**src/rtl/fetch_unit_if.sv**
```systemverilog
// Instruction-memory handshake: request/address from fetch, one-cycle ready/data from memory.
interface fetch_unit_if;
    localparam int unsigned XLEN = 32;

    logic            imem_req;
    logic [XLEN-1:0] imem_addr;
    logic            imem_ready;
    logic [XLEN-1:0] imem_rdata;

    modport master (output imem_req, output imem_addr, input imem_ready, input imem_rdata);
    modport slave  (input imem_req, input imem_addr, output imem_ready, output imem_rdata);
endinterface

```
**src/rtl/fetch_unit.sv**
```systemverilog
// Instruction-fetch stage: PC, imem handshake, flush/branch redirect, AdEL and delay-slot tagging.
// Define FETCH_BYPASS_EN to forward a response to F_ins in the cycle it arrives.
module fetch_unit #(
    parameter logic [31:0] RESET_PC   = 32'h0000_3000,
    parameter logic [31:0] HANDLER_PC = 32'h0000_4180,
    parameter logic [31:0] IMEM_BASE  = 32'h0000_3000,
    parameter logic [31:0] IMEM_LAST  = 32'h0000_6ffc
) (
    input  logic         clk,
    input  logic         reset,
    input  logic         pause,
    input  logic         br_valid,
    input  logic [31:0]  br_target,
    input  logic         d_is_jump,
    input  logic         exc_req,
    input  logic         eret_req,
    input  logic [31:0]  epc,
    fetch_unit_if.master imem,
    output logic [31:0]  F_ins,
    output logic [31:0]  F_PC,
    output logic [4:0]   F_exccode,
    output logic         F_lat,
    output logic         fetch_busy
);
    localparam int unsigned XLEN = 32;
    localparam int unsigned ECW  = 5;
    localparam logic [ECW-1:0] EXC_NONE = ECW'(0);
    localparam logic [ECW-1:0] EXC_ADEL = ECW'(4);

    typedef enum logic [1:0] {S_FETCH, S_HOLD, S_DRAIN} state_e;

    state_e          state_q, state_d;
    logic [XLEN-1:0] pc_q, pc_d;
    logic [XLEN-1:0] addr_q, addr_d;
    logic [XLEN-1:0] hold_q, hold_d;

    logic            adel;
    logic            flush;
    logic [XLEN-1:0] flush_pc;
    logic [XLEN-1:0] next_pc;
    logic            req_c;
    logic [XLEN-1:0] ins_c;
    logic [ECW-1:0]  exc_c;
    logic            busy_c;

    assign adel     = (pc_q[1:0] != 2'b00) || (pc_q < IMEM_BASE) || (pc_q > IMEM_LAST);
    assign flush    = exc_req || eret_req;
    assign flush_pc = exc_req ? HANDLER_PC : epc;
    assign next_pc  = br_valid ? br_target : pc_q + XLEN'(4);

    // Next-state and F bundle; addr register reloads whenever a fresh request will start.
    always_comb begin
        state_d = state_q;
        pc_d    = pc_q;
        addr_d  = addr_q;
        hold_d  = hold_q;
        req_c   = 1'b0;
        ins_c   = '0;
        exc_c   = EXC_NONE;
        busy_c  = 1'b1;
        case (state_q)
            S_FETCH: begin
                if (adel) begin
                    exc_c  = EXC_ADEL;
                    busy_c = 1'b0;
                    if (flush)       pc_d = flush_pc;
                    else if (!pause) pc_d = next_pc;
                end else begin
                    req_c = 1'b1;
                    if (flush) begin
                        pc_d = flush_pc;
                        if (!imem.imem_ready) state_d = S_DRAIN;
                    end else if (imem.imem_ready) begin
`ifdef FETCH_BYPASS_EN
                        ins_c  = imem.imem_rdata;
                        busy_c = 1'b0;
                        if (!pause) begin
                            pc_d = next_pc;
                        end else begin
                            hold_d  = imem.imem_rdata;
                            state_d = S_HOLD;
                        end
`else
                        hold_d  = imem.imem_rdata;
                        state_d = S_HOLD;
`endif
                    end
                end
            end
            S_HOLD: begin
                ins_c  = hold_q;
                busy_c = 1'b0;
                if (flush) begin
                    pc_d    = flush_pc;
                    state_d = S_FETCH;
                end else if (!pause) begin
                    pc_d    = next_pc;
                    state_d = S_FETCH;
                end
            end
            S_DRAIN: begin
                // Stale request must complete on its original address before refetching.
                req_c = 1'b1;
                if (flush)            pc_d    = flush_pc;
                if (imem.imem_ready)  state_d = S_FETCH;
            end
            default: state_d = S_FETCH;
        endcase
        if (state_d == S_FETCH) addr_d = pc_d;
    end

    always_ff @(posedge clk) begin
        if (!reset) begin
            state_q <= S_FETCH;
            pc_q    <= RESET_PC;
            addr_q  <= RESET_PC;
            hold_q  <= '0;
        end else begin
            state_q <= state_d;
            pc_q    <= pc_d;
            addr_q  <= addr_d;
            hold_q  <= hold_d;
        end
    end

    // Reset values are forced on the outputs for as long as reset is held.
    assign imem.imem_req  = reset & req_c;
    assign imem.imem_addr = addr_q;
    assign F_ins          = reset ? ins_c  : '0;
    assign F_PC           = reset ? pc_q   : RESET_PC;
    assign F_exccode      = reset ? exc_c  : EXC_NONE;
    assign fetch_busy     = reset ? busy_c : 1'b1;
    assign F_lat          = d_is_jump;

endmodule

```
**src/flat_wrapper.sv**
```systemverilog
// flat-port wrapper written by rule: the top's interface ports become plain ports
module fetch_unit_flat 
#(
    parameter logic [31:0] RESET_PC   = 32'h0000_3000,
    parameter logic [31:0] HANDLER_PC = 32'h0000_4180,
    parameter logic [31:0] IMEM_BASE  = 32'h0000_3000,
    parameter logic [31:0] IMEM_LAST  = 32'h0000_6ffc
)
  (clk, reset, pause, br_valid, br_target, d_is_jump, exc_req, eret_req, epc, F_ins, F_PC, F_exccode, F_lat, fetch_busy, imem_imem_req, imem_imem_addr, imem_imem_ready, imem_imem_rdata);
  fetch_unit_if imem_i ();
  input  logic clk;
  input  logic reset;
  input  logic pause;
  input  logic br_valid;
  input  logic [31:0] br_target;
  input  logic d_is_jump;
  input  logic exc_req;
  input  logic eret_req;
  input  logic [31:0] epc;
  output logic [31:0] F_ins;
  output logic [31:0] F_PC;
  output logic [4:0] F_exccode;
  output logic F_lat;
  output logic fetch_busy;
  output wire logic [$bits(imem_i.imem_req)-1:0] imem_imem_req;
  output wire logic [$bits(imem_i.imem_addr)-1:0] imem_imem_addr;
  input wire logic [$bits(imem_i.imem_ready)-1:0] imem_imem_ready;
  input wire logic [$bits(imem_i.imem_rdata)-1:0] imem_imem_rdata;
  assign imem_imem_req = imem_i.imem_req;
  assign imem_imem_addr = imem_i.imem_addr;
  assign imem_i.imem_ready = imem_imem_ready;
  assign imem_i.imem_rdata = imem_imem_rdata;
  fetch_unit #(.RESET_PC(RESET_PC), .HANDLER_PC(HANDLER_PC), .IMEM_BASE(IMEM_BASE), .IMEM_LAST(IMEM_LAST)) u_core (.clk(clk), .reset(reset), .pause(pause), .br_valid(br_valid), .br_target(br_target), .d_is_jump(d_is_jump), .exc_req(exc_req), .eret_req(eret_req), .epc(epc), .imem(imem_i), .F_ins(F_ins), .F_PC(F_PC), .F_exccode(F_exccode), .F_lat(F_lat), .fetch_busy(fetch_busy));
endmodule
```
**config.mk**
```make
export PLATFORM = sky130hd
export DESIGN_NAME = fetch_unit_flat
export DESIGN_NICKNAME = d
export VERILOG_FILES = /design/src/rtl/fetch_unit_if.sv /design/src/rtl/fetch_unit.sv /design/src/flat_wrapper.sv
export SDC_FILE = /design/constraint.sdc
export NUM_CORES = 1
export LEC_CHECK = 0
export CORE_UTILIZATION = 35
export CTS_CLUSTER_SIZE = 40
export DETAILED_ROUTE_END_ITERATION = 10
export GPL_ROUTABILITY_DRIVEN = 0
export PLACE_DENSITY_LB_ADDON = 0.05
export SYNTH_ARGS = -nofsm -noshare
export SYNTH_HDL_FRONTEND = slang
export SYNTH_SLANG_ARGS = --single-unit
```
**constraint.sdc**
```tcl
create_clock -name clk -period 2.9 [get_ports clk]
set_input_delay 0.29 -clock clk [delete_from_list [all_inputs] [get_ports clk]]
set_output_delay 0.29 -clock clk [all_outputs]
set_load 0.05 [all_outputs]
```
After elaboration in Yosys (flattened, before gate mapping)
Cells that the tools add are included.
- memories kept: 0
- flip-flop bits (word level): 98
- logic and storage cells: 44
- output and inout port bits: 104
- bits in latches: 0
- bits of input ports: 104
- RAM bits: 0
- memory bits (read-only): 0
- divide/modulo/power cells: 0
- add/subtract/negate cells: 1
- multiplexer cells: 25
- shift-type cells: 0
- multiply operators: 0
- magnitude comparators: 2
- equality and inequality tests: 2
- bitwise gates (word level): 3
- reduce and logical (&&, ||, !) cells: 7
- operators with widths (operator ; count):
    2-to-1 mux 32 bit ; 9
    case mux 32 bit (3 select lines) ; 1
    adder 32 x 3 -> 32 bit, second input constant ; 1
    greater-than comparator 32 x 15 -> 1 bit, second input constant ; 1
    less-than comparator 32 x 14 -> 1 bit, second input constant ; 1
    2-to-1 mux 2 bit ; 7
    2-to-1 mux 5 bit ; 2
    case mux 2 bit (3 select lines) ; 1
    zero test 2 bit ; 2
    case mux 1 bit (2 select lines) ; 2
    AND reduction 4 bit ; 1
    logical OR 1 bit ; 3
    2-to-1 mux 3 bit ; 1
    equality test 2 x 1 -> 1 bit, second input constant ; 1
    equality test 2 bit, second input constant ; 1
    2-to-1 mux 1 bit ; 2
    inverter 1 bit ; 2
    nonzero test 2 bit ; 1
    AND 1 bit ; 1

Logic depth before layout (Yosys ltp)
- word-level depth: 6
- mapped depth: 10
- mapped depth without buffers: 7

Least setup slack after synthesis
OpenSTA, ideal clock, no wires.
- kind: reg-to-output
- start point: reg u_core.pc_q[24]
- end point: out imem_imem_req
- required time: 2.610 ns
- slack: -0.038 ns
- arrival time: 2.648 ns
- path buffers: 2
- stages on the path, launching flop included: 7
- cell sequence: dfxtp_1 buf_6 or4_4 or2_0 buf_2 o31a_1 nor3_1
- longest elaborated chain between the ends: 6
- elaborated cells between the ends (all ways): 7
- classes of those cells: order compare: 2; mux: 2; bitwise: 1; reduce/logical: 2
- RTL lines (element ; RTL line ; source):
    from (decl) ; fetch_unit.sv:33 ; logic [XLEN-1:0] pc_q, pc_d;
    from (signal assigned) ; fetch_unit.sv:120 ; pc_q <= pc_d;
    less-than comparator 32 x 14 -> 1 bit ; fetch_unit.sv:46 ; assign adel = (pc_q[1:0] != 2'b00) || (pc_q < IMEM_BASE) || (pc_q > IMEM_LAST);
    logical OR 1 bit ; fetch_unit.sv:46 ;
    logical OR 1 bit * ; fetch_unit.sv:46 ;
    2-to-1 mux 1 bit * ; fetch_unit.sv:63 ; if (adel) begin
    case mux 1 bit (2 select lines) * ; fetch_unit.sv:61 ; case (state_q)
    AND 1 bit * ; fetch_unit.sv:127 ; assign imem.imem_req = reset & req_c;
    to (decl) ; flat_wrapper.sv:25 ; output wire logic [$bits(imem_i.imem_req)-1:0] imem_imem_req;
Mark *: on every way between the ends. The rest lies on a longest branch, timed or not.

Worst setup path after layout
- start point: reg u_core.pc_q[25]
- end point: out imem_imem_req
Same word-level chain as after synthesis.

==> key figures <==
Synthesis
  – Seq/Total Area, Yosys: 32.4%
  – Syn Area/Cell: 7.21 µm²
  – Synth top area share: 32.4%
  – Yosys reg bits: 98
  – Ys Warns: 0
  – Post-synthesis async set-or-reset flop share: 0%
  – Synth area leaders: dfxtp_1, a21oi_1, and2_1
  – Cell variety after synth: 68
  – EDFF count, synth: 0
  – Mapped Cells: 840
  – Synthesized cell area: 6050 µm²
  – Yosys top cell by area: dfxtp_1
  – Most used DFF post-synth: dfxtp_1

Placed design
  – DP Wirelength: 18.4 mm
  – Cells after DPL: 1250
  – Port bufs: 201

Worst setup path
  – Startpoint Class: flop
  – Crit path max-delay cell type: or4_4
  – R2R cell count: 6
  – R2R Path End: u_core.imem.imem_addr[4]
  – Crit Path Class: flop to output pin
  – Crit path max-delay family: simple AND/OR/NAND/NOR gates
  – Worst r2r src: u_core.pc_q[25]
  – Buffers plus inverters on the worst setup path: 2
  – Critical Path Max Stage Delay: 530 ps
  – Critical Path, Cell by Cell: or4_4 > or2_0 > o31a_1 > buf_4 > nor3_2 > buf_12
  – Critical Path End Type: output pin
  – Flop2flop setup slack: 190 ps
  – WP data arrival: 2460 ps
  – Critical path peak fanout: 8
  – CP Data Required Time: 2610 ps

Clock network
  – Worst skew pair latency: 360 ps
  – H-tree depth: 3
  – Clock Pin Slew Worst Setup and Hold Paths: 70 ps
  – CTS Root Cell: clkbuf_16
  – CTS Buf Count: 9
  – Hold buffers post-CTS: 0
  – Clk buf depth: 2
  – Clock sinks: 98
  – CTS tree: built

Drt
  – DRT antenna net count: 0
  – DR vias/cell: 5.68
  – Routed via count: 7201
  – Drt pass-1 iters: 6
  – DR DRC count: 0
  – DRT iter0 DRCs: 663
  – Routed length per instance: 19.6 µm
  – Total wire length: 24.8 mm

STA
  – Fin crit share: 94.9%
  – RSZ-0062 raised after global routing: false
  – Worst Skew: 11.7 ps
  – Max-slew violation count: 0
  – Min Tclk post-route: 2750 ps
  – Max frequency: 363 MHz
  – Slew @ Worst Pin: 967 ps
  – Slew margin rel.: 35.5%
  – Final Hold Viols: 0
  – Worst hold margin: 230 ps
  – # setup viols final: 0
  – Setup TNS: 0 ps

Cells and area
  – Finished Layout Cells: 1268
  – Area growth syn-to-layout: 52.9%
  – Antenna diode count: 0
  – Fin nets: 1148
  – Layout cells sized above 1: 14.0%

Pwr
  – P_leak: 3.52 nW
  – Design Power: 3.95 mW
  – Power density cells: 427 nW/µm²
  – Maximum VDD drop: 0.000325 V

GRT
  – Initial antenna violation count: 0
  – Vias in the first global route: 6705
  – First-pass GRT wire length: 38.4 mm
  – Largest net degree at the start of global routing: 72
  – GRT Util Overall: 27.9%
  – GR Overflow Total: 0

Worst hold path
  – Min-delay worst type: primary input to flop
  – Start point of the worst hold path: reset
  – Worst hold path depth: 2
  – Hold Path End: u_core.imem.imem_addr[16]

Floorplan
  – Starting Density: 36.1%
  – Die area: 17800 µm²
  – Core ar.: 16800 µm²
  – Row count: 47
  – Chip width: 134 µm
  – Chip height: 134 µm
  – IO Count: 208

Outcome
  – Status: completed

Job
  – Max-cap violations: 0
## state kept, by name, summed over array words and instances, names as in the netlist
register               cells
u_core.hold_q             32
u_core.imem.imem_addr     32
u_core.state_q             2
u_core.pc_q               32
## layout make-up
cell class / instances / area, µm²
repair buffers: 272 / 2960
clock buffers: 9 / 225
flip-flops and latches: 98 / 1960
multi-input cells: 638 / 3650
fillers: 1633 / 7500
clock inverters: 7 / 92.6
inverters: 24 / 90.1
well taps: 220 / 275
## cell families (layout without fill, tap and decap cells)
| kind of cell | Yosys count | in the layout | share of synthesized area, % |
|---|---|---|---|
| AND/OR/NAND/NOR | 366 | 366 | 30.5 |
| flip-flops | 98 | 98 | 32.4 |
| multiplexers | 11 | 11 | 1.90 |
| adder cells (fa/ha/maj) | 1 | 1 | 0.207 |
| other | 1 | 4 | 0.0619 |
| AO/OA/AOI/OAI | 256 | 256 | 27.3 |
| buffers and inverters | 107 | 312 | 7.58 |
## cell usage in the layout (no fill, tap or decap), types with 3 or more instances in the layout
| master | instances |
|---|---|
| clkdlybuf4s50_1 | 161 |
| nand3_1 | 26 |
| o21ai_0 | 41 |
| nor2_1 | 70 |
| clkbuf_16 | 9 |
| and2_1 | 62 |
| a221oi_1 | 8 |
| a21oi_1 | 87 |
| o32ai_1 | 4 |
| o32a_1 | 7 |
| a21o_1 | 6 |
| mux2i_1 | 7 |
| buf_12 | 41 |
| a22oi_1 | 5 |
| a22o_1 | 4 |
| buf_4 | 69 |
| nand2b_1 | 11 |
| nand4_1 | 18 |
| or4_1 | 4 |
| nand2_1 | 100 |
| conb_1 | 4 |
| inv_1 | 21 |
| nor4b_1 | 3 |
| o22ai_1 | 17 |
| dfxtp_1 | 96 |
| and4_1 | 3 |
| o31ai_1 | 11 |
| o21bai_1 | 5 |
| a211oi_1 | 6 |
| nor4_1 | 11 |
| and3_1 | 14 |
| or3_1 | 3 |
| o21a_1 | 4 |
| nor3_1 | 25 |
| o211ai_1 | 5 |
| mux2_2 | 4 |
| nor2b_1 | 5 |
| a41o_1 | 4 |
| a31oi_1 | 13 |
| o221ai_1 | 7 |
## through the flow
step / area [µm²] / worst slack (ps) / util, %
6_report: 9260 / 149 / 55.2
5_1_grt: 9260 / 3.58 / 55.2
4_1_cts: 9240 / 87.1 / 55.1
3_5_place_dp: 8920 / 189 / 53.2
3_3_place_gp: 8920 / 178 / 53.2
2_1_floorplan: 6070 / 221 / -
## report_power, final
group	switching, mW	internal (mW)	total [mW]
Clock	0.609	0.693	1.30
Combinational	0.684	0.472	1.16
Sequential	0.0745	1.42	1.50
## metal layers
metal / track usage (%) / part of all wire (%)
met2: 42.7 / 44
met1: 38.8 / 43
met3: 4.30 / 9.0
met4: 12.2 / 3.4
met5: 0 / 0
## cell usage after synthesis (all sizes together) (4+ instances only)
library cell	count
nor2b	5
a22oi	6
o32ai	4
nand2	100
mux2i	7
o21a	4
a31oi	13
a211oi	6
nor2	71
buf	21
o221ai	7
a21oi	87
clkbuf	62
a221oi	8
o31ai	11
o32a	7
nand3	26
nor4	11
o21bai	5
or4	6
a41o	4
o21ai	41
dfxtp	98
nor3	27
o211ai	5
o22ai	17
nand4	18
inv	22
a21o	6
and3	14
a22o	4
nand2b	11
and2	62
mux2	4
## repair_timing
item	4_1_cts	5_1_grt
resized for setup	0	2
setup endpoints to repair	0	34
setup buffers	0	2
## worst max path at each step
stage | end | start | cells after the start
global placement | u_core.imem.imem_addr[11] | pause | 8
CTS | F_ins[31] | u_core.state_q[1] | 4
finish | imem_imem_req | u_core.pc_q[25] | 6
floorplan | F_exccode[2] | u_core.pc_q[14] | 5
detailed placement | u_core.imem.imem_addr[4] | u_core.pc_q[25] | 6
global route | u_core.imem.imem_addr[4] | u_core.pc_q[25] | 6
Note: power is estimated with default switching activity, not from simulation.
==> edit, RTL diff (same settings) <==
The 3 states of `state_e` get a one-hot encoding in 3 bits.
--- a/src/rtl/fetch_unit.sv
+++ b/src/rtl/fetch_unit.sv
@@ -27,7 +27,7 @@
     localparam logic [ECW-1:0] EXC_NONE = ECW'(0);
     localparam logic [ECW-1:0] EXC_ADEL = ECW'(4);
 
-    typedef enum logic [1:0] {S_FETCH, S_HOLD, S_DRAIN} state_e;
+    typedef enum logic [2:0] {S_FETCH = 3'b001, S_HOLD = 3'b010, S_DRAIN = 3'b100} state_e;
 
     state_e          state_q, state_d;
     logic [XLEN-1:0] pc_q, pc_d;
Formal check against the unedited RTL: same outputs for any inputs over 4 cycles, from zero or initial values and one cycle with reset low; so few cycles prove little.
==> edit against the unedited design <==
- setup slack lost 0.012 ns
- routed wire length shrank 7.6%
- synthesized area shrank 2.7%
- synthesized cell count shrank 5.7%
- die area shrank 2.7%
- power grew 5.8%
- global-route usage shrank 1.7 points
- sequential share of layout area grew 0.90 points
- cell area shrank 3.2%
- sequential cell count grew 1
- final cell count shrank 4.1%
- critical path type unchanged
- critical endpoint unchanged
- largest cell class unchanged
- highest routed layer unchanged
==> edit: results (changes against the unedited design) <==
minimum clock period 2.76 ns (+0.0123 ns); # fillers 1,549 (-5.1%); multi-input combinational area share 39.7% (+0.21 points); RR Startpoint u_core.pc_q[13]; WHS Endpoint u_core.pc_q[5]; DR vias 6,714 (-6.8%); Final #Nets 1,097 (-4.4%); Reg-to-Reg End u_core.imem.imem_addr[22]; post-synth cell types 77 (+13%); Least-Margin Pin Slew 0.697 ns (-0.270 ns); GR Util met2 40.9% (-1.8 points); DR WL/cell 18.9 um (-3.6%); worst-path maximum fanout 7 (-1); routed metal-1 wirelength 10,200 um (-5.3%); leakage power 0.00335 uW (-4.8%); synth top area cells dfxtp_1 34%, nand2_1 7.1%, and2_1 6.9%; clk sinks 99 (+1.0%); Clock buffers and inverters, area share 3.27% (-0.16 points); clock buffers 10 (+1); top cells by count, synth 111 x nand2_1, 99 x dfxtp_1, 78 x a21oi_1; Seq/total area 22.1% (+0.90 points); worst hold slack 0.334 ns (+0.104 ns); area share of fa/ha/maj cells after synthesis 0.382% (+0.18 points); sequential share of the synthesized area 33.6% (+1.2 points); met3 GRT Util 5.77% (+1.5 points); run status finished, final reports clean; clock skew 0.0113 ns (-0.000465 ns); post-synthesis mux area share 1.59% (-0.31 points); layout cell share with drive strength beyond 1 13.4% (-0.67 points); dpl hpwl 17,500 um (-5.0%); met1 GRT Util 35.7% (-3.1 points); routed wl met2 10,300 um (-5.6%); post-synthesis compound-gate area fraction 26.5% (-0.87 points); DRC marker count from the first detailed-route iteration 541 (-18%)
==> edit: changes by cell type after synthesis, moves of 9 or more <==
cell	before	now
o21ai_1	0	12
a21oi_1	87	78
xor2_1	0	10
o21ai_0	41	60
clkbuf_1	62	50
nor2_1	70	54
nor3_1	26	12
nand2_1	100	111
xnor2_1	0	12
o22ai_1	17	4
==> edit: critical path, stage by stage, from the launching register on <==
cell	delay (ns)
dfxtp_1	0.39
or3_1	0.47
or4_4	0.48
o31a_1	0.40
nor2_2	0.21
buf_12	0.16
==> edit: per-stage QoR <==
step / power, uW / instances / cell area, um^2
4_1_cts: 4190 / 1216 / 8960
3_3_place_gp: 2950 / 1201 / 8660
6_report: 4180 / 1216 / 8960
2_1_floorplan: 2390 / 795 / 5900
3_5_place_dp: 2960 / 1201 / 8660
5_1_grt: 4360 / 1216 / 8960
==> edit: where the power goes <==
group / switching, uW / internal, uW / leakage (uW)
clock: 554 / 673 / 0.000144
combinational: 848 / 544 / 0.00240
sequential: 102 / 1460 / 0.000808
